$ cat config.mk
export PLATFORM = sky130hd
export DESIGN_NAME = vga_timing_gen
export DESIGN_NICKNAME = d
export VERILOG_FILES = /design/src/rtl/vga_timing_gen.sv
export SDC_FILE = /design/constraint.sdc
export NUM_CORES = 1
export LEC_CHECK = 0
export ABC_AREA = 1
export BUFFER_PORTS_ARGS = -buffer_cell sky130_fd_sc_hd__buf_2
export CAP_MARGIN = 20
export CORE_AREA = 2 2 66 80
export CTS_BUF_LIST = sky130_fd_sc_hd__clkbuf_8
export DETAILED_ROUTE_END_ITERATION = 8
export DIE_AREA = 0 0 68 82
export HOLD_SLACK_MARGIN = 0.03
export PLACE_DENSITY = 0.51
export SLEW_MARGIN = 5
export SYNTH_ARGS = -nofsm -noshare
export SYNTH_HDL_FRONTEND = slang
export SYNTH_SLANG_ARGS = --single-unit
$ cat constraint.sdc
create_clock -name Clk -period 3.35 [get_ports Clk]
set_input_delay 0.8375 -clock Clk [delete_from_list [all_inputs] [get_ports Clk]]
set_output_delay 0.8375 -clock Clk [all_outputs]
set_load 0.005 [all_outputs]
$ cat src/rtl/vga_timing_gen.sv
// VGA raster timing generator: Clk/2 pixel clock, syncs, active-video flag and DrawX/DrawY.
// Optional `VGA_FRAME_COUNT_EN adds an 8-bit frame counter output (frame_count).
module vga_timing_gen #(
    parameter int H_VISIBLE = 640,
    parameter int H_FP      = 16,
    parameter int H_SYNC    = 96,
    parameter int H_BP      = 48,
    parameter int V_VISIBLE = 480,
    parameter int V_FP      = 10,
    parameter int V_SYNC    = 2,
    parameter int V_BP      = 33
) (
    input  logic       Clk,
    input  logic       Reset,
    output logic       pixel_clk,
    output logic       hs,
    output logic       vs,
    output logic       blank,
    output logic       sync,
    output logic [9:0] DrawX,
    output logic [9:0] DrawY,
    output logic       line_start,
    output logic       frame_start
`ifdef VGA_FRAME_COUNT_EN
    ,
    output logic [7:0] frame_count
`endif
);

    // Totals must stay <= 1024 so both counters fit in 10 bits.
    localparam int H_TOTAL = H_VISIBLE + H_FP + H_SYNC + H_BP;
    localparam int V_TOTAL = V_VISIBLE + V_FP + V_SYNC + V_BP;

    localparam logic [9:0] H_LAST     = 10'(H_TOTAL - 1);
    localparam logic [9:0] V_LAST     = 10'(V_TOTAL - 1);
    localparam logic [9:0] H_VIS      = 10'(H_VISIBLE);
    localparam logic [9:0] V_VIS      = 10'(V_VISIBLE);
    localparam logic [9:0] HS_FIRST   = 10'(H_VISIBLE + H_FP);
    localparam logic [9:0] HS_LAST    = 10'(H_VISIBLE + H_FP + H_SYNC - 1);
    localparam logic [9:0] VS_FIRST   = 10'(V_VISIBLE + V_FP);
    localparam logic [9:0] VS_LAST    = 10'(V_VISIBLE + V_FP + V_SYNC - 1);

    logic       r_pixel_clk;
    logic [9:0] r_x;
    logic [9:0] r_y;
    logic       r_hs;
    logic       r_vs;
    logic       r_blank;
    logic       r_line_start;
    logic       r_frame_start;

    logic       w_pix_ce;
    logic       w_x_wrap;
    logic       w_y_wrap;
    logic [9:0] w_x_next;
    logic [9:0] w_y_next;
    logic       w_hs_next;
    logic       w_vs_next;
    logic       w_blank_next;

    // Outputs are decoded from the next counter values so that, once registered,
    // they line up with the DrawX/DrawY they describe.
    // NOTE: every signal driven here gets a default first so no latch is inferred.
    always_comb begin
        w_pix_ce = r_pixel_clk;
        w_x_wrap = 1'b0;
        w_y_wrap = 1'b0;
        w_x_next = r_x;
        w_y_next = r_y;
        if (w_pix_ce) begin
            if (r_x == H_LAST) begin
                w_x_wrap = 1'b1;
                w_x_next = 10'd0;
                if (r_y == V_LAST) begin
                    w_y_wrap = 1'b1;
                    w_y_next = 10'd0;
                end else begin
                    w_y_next = r_y + 10'd1;
                end
            end else begin
                w_x_next = r_x + 10'd1;
            end
        end
        w_hs_next    = !((w_x_next >= HS_FIRST) && (w_x_next <= HS_LAST));
        w_vs_next    = !((w_y_next >= VS_FIRST) && (w_y_next <= VS_LAST));
        w_blank_next = (w_x_next < H_VIS) && (w_y_next < V_VIS);
    end

    // NOTE: sequential state uses non-blocking assignments so all registers see pre-edge values.
    always_ff @(posedge Clk or posedge Reset) begin
        if (Reset) begin
            r_pixel_clk   <= 1'b0;
            r_x           <= 10'd0;
            r_y           <= 10'd0;
            r_hs          <= 1'b1;
            r_vs          <= 1'b1;
            r_blank       <= 1'b1;
            r_line_start  <= 1'b0;
            r_frame_start <= 1'b0;
        end else begin
            r_pixel_clk   <= ~r_pixel_clk;
            r_x           <= w_x_next;
            r_y           <= w_y_next;
            r_hs          <= w_hs_next;
            r_vs          <= w_vs_next;
            r_blank       <= w_blank_next;
            r_line_start  <= w_x_wrap;
            r_frame_start <= w_x_wrap && w_y_wrap;
        end
    end

`ifdef VGA_FRAME_COUNT_EN
    logic [7:0] r_frame_count;

    always_ff @(posedge Clk or posedge Reset) begin
        if (Reset) begin
            r_frame_count <= 8'd0;
        end else if (w_x_wrap && w_y_wrap) begin
            r_frame_count <= r_frame_count + 8'd1;
        end
    end

    assign frame_count = r_frame_count;
`endif

    assign pixel_clk   = r_pixel_clk;
    assign DrawX       = r_x;
    assign DrawY       = r_y;
    assign hs          = r_hs;
    assign vs          = r_vs;
    assign blank       = r_blank;
    assign sync        = 1'b0;
    assign line_start  = r_line_start;
    assign frame_start = r_frame_start;

endmodule

==> flow_summary.json <==
{
  "syn-num-nets": 225,
  "max_stage_delay_ps": 810,
  "ir_drop_mv": 0.205,
  "initial_core_util_pct": 33.5,
  "hold_viol_final": 0,
  "min_period_ps": 2140,
  "place_inst": 304,
  "synth_edf_count": 0,
  "drt_first_pass_iters": 4,
  "power_leakage_nw": 1.02,
  "crit_required_ps": 2510,
  "gp_congestion": 0.779,
  "grt_max_degree": 27,
  "core_region_area_um2": 4830,
  "rsz0062_at_grt": "no",
  "clock_skew_ps": 2.11,
  "hold_start": "DrawX[2]$_DFF_PP0_",
  "cts_max_level": 1,
  "startpoint_type": "register",
  "finalCritPeriodShare_pct": 64.0,
  "regArea_um2": 654,
  "drt_iter0_drc": 62,
  "ys_warn_count": 0,
  "cpMaxStageDelayCell": "dfrtp_1",
  "grt_pass1_wl_um": 6290,
  "clock_sinks": 26,
  "die_area_um2": 5580,
  "synth_cell_types": 32,
  "totalWireLength_um": 3750,
  "holdCritPathClass": "reg2reg",
  "ys_ff_latch": 26,
  "detail-route-antenna-nets": 0,
  "slew-limit-headroom_pct": 52.7,
  "die_y_um": 82,
  "stdcell_count": 309,
  "grt_pass1_vias": 1369,
  "drc": 0,
  "post_cts_resize_count": 0,
  "final-setup-viol-count": 0,
  "wl_per_cell_um": 12.1,
  "clk-insertion-delay-late_ps": 270,
  "finalMaxSlewViolations": 0,
  "place_area_um2": 1810,
  "reg2reg_slack_ps": 1330,
  "root_buffer": "clkbuf_8",
  "hold_end": "DrawX[2]$_DFF_PP0_",
  "p_per_area_nw_per_um2": 307,
  "syn_inst": 220,
  "post-route-cell-area_um2": 1900,
  "end_kind": "output pin",
  "whs_path_depth": 1,
  "cp_data_arrival_time_ps": 1310,
  "worst-slew-pin-transition_ps": 710,
  "synthTopCellsByCount": "nand2_1, inv_1, nor2_1, dfrtp_1, nand3_1",
  "yosysMostFrequentCell": "nand2_1",
  "cts_buffers": 3,
  "cap_violations": 0,
  "synth_top_area_share_pct": 35.5,
  "tns_ps": 0,
  "die_w_um": 68,
  "fin_nets": 255,
  "gr-total-overflow": 0,
  "avgSynthCellArea_um2": 7.36,
  "clk_pin_slew_ps": 90,
  "netlist_area_um2": 1620,
  "fin_util_pct": 39.2,
  "drive_above_1_share_pct": 23.3,
  "cts_tree": "built",
  "fill_cells": 535,
  "antenna_found_initial": 0,
  "ff2ff_path_depth": 8,
  "path_depth": 1,
  "synth_top_area_cell": "dfrtp_1",
  "diodes": 0,
  "crit_fanout": 20,
  "io_buffers": 27,
  "async_reset_ff_share_pct": 100,
  "total_power_uw": 582,
  "multi_input_area_um2": 802,
  "clock.fmax_mhz": 466,
  "outcome": "finished clean",
  "r2r-start": "pixel_clk$_DFF_PP0_",
  "crit_family": "flip-flops",
  "syn2layout_area_growth_pct": 17.1,
  "path_cells": "buf_2",
  "postCtsSetupBuffers": 0,
  "seq_area_frac_synth_pct": 40.4,
  "avgViaCountPerCell": 4.59,
  "cts_buffer_depth": 2,
  "rows": 28,
  "grt_usage_pct": 14.9,
  "path_class": "reg2out",
  "fin_hold_ws_ps": 535,
  "setup_ws_ps": 1210,
  "via_count": 1419,
  "ys.flop_type": "dfrtp_1",
  "critical_path_buf_inv_count": 1,
  "synth.area.top_cells": "dfrtp_1, nand2_1, inv_1",
  "pin_count": 29,
  "hpwl_um": 2940,
  "post-place-ws_ps": 1340,
  "worst_r2r_endpoint": "hs$_DFF_PP1_",
  "cts_hold_buf": 0
}
-- flip-flops by register name, indices dropped and copies added, names as in the netlist --
signal,flops
frame_start,1
vs,1
pixel_clk,1
DrawX,10
blank,1
hs,1
DrawY,10
line_start,1
-- logic make-up after synthesis --
group / synth area share, %
simple gates: 41.4
buf+inv: 10.0
flops: 40.4
compound gates: 3.94
xor+xnor: 1.62
fa+ha+maj: 2.32
other cells: 0.232
-- worst max-delay path by stage --
stage / start / endpoint / slack, ps
final: pixel_clk$_DFF_PP0_ / pixel_clk / 1210
after global routing: pixel_clk$_DFF_PP0_ / hs$_DFF_PP1_ / 1060
after floorplan: DrawX[0]$_DFF_PP0_ / blank$_DFF_PP1_ / 1730
after detailed placement: pixel_clk$_DFF_PP0_ / hs$_DFF_PP1_ / 1340
after global placement: pixel_clk$_DFF_PP0_ / hs$_DFF_PP1_ / 1360
after CTS: pixel_clk$_DFF_PP0_ / pixel_clk / 1180
-- area by class of cell --
cell class / instances / area share, %
Clock buffer: 3 / 2.18
Clock inverter: 1 / 1.58
Inverter: 38 / 7.52
Multi-Input combinational cell: 153 / 42.3
Sequential cell: 26 / 34.5
Tap cell: 60 / 3.96
Timing Repair Buffer: 28 / 7.92
-- worst reg2reg max path, stage by stage, from the launching register on --
cell and delay [ps]:
dfrtp_1 810, inv_2 230, nor3_2 280, nand3_1 160, nor2_1 110, nand3b_1 130
inv_1 60, a21oi_1 120, nand2_1 60
-- power by group --
group,switching [mW],total (mW),leakage (nW),internal (mW)
Combinational,0.00683,0.00890,0.645,0.00207
Sequential,0,0.314,0.339,0.314
Clock,0.0991,0.259,0.0357,0.160
Total,0.106,0.582,1.02,0.476
-- layer usage --
layer  track usage, %  share of wire (%)
met1             17.9                 43
met2             27.5                 52
met3             1.78                3.7
met4             4.00                1.2
met5                0                  0
-- cell usage in the layout (no fill, tap or decap), types with 2 or more instances in the layout --
cell / n
nand2_1: 60
inv_1: 34
buf_2: 27
nor2_1: 26
dfrtp_1: 23
nand3_1: 22
nand4_1: 5
nor3_1: 5
nand2_2: 4
nor2_2: 4
inv_2: 3
o21ai_0: 3
ha_1: 3
dfstp_2: 3
clkbuf_8: 3
nor2_8: 2
xnor2_1: 2
nand4_2: 2
a21oi_1: 2
nand3_2: 2
Power figures use the tool's default switching activity.
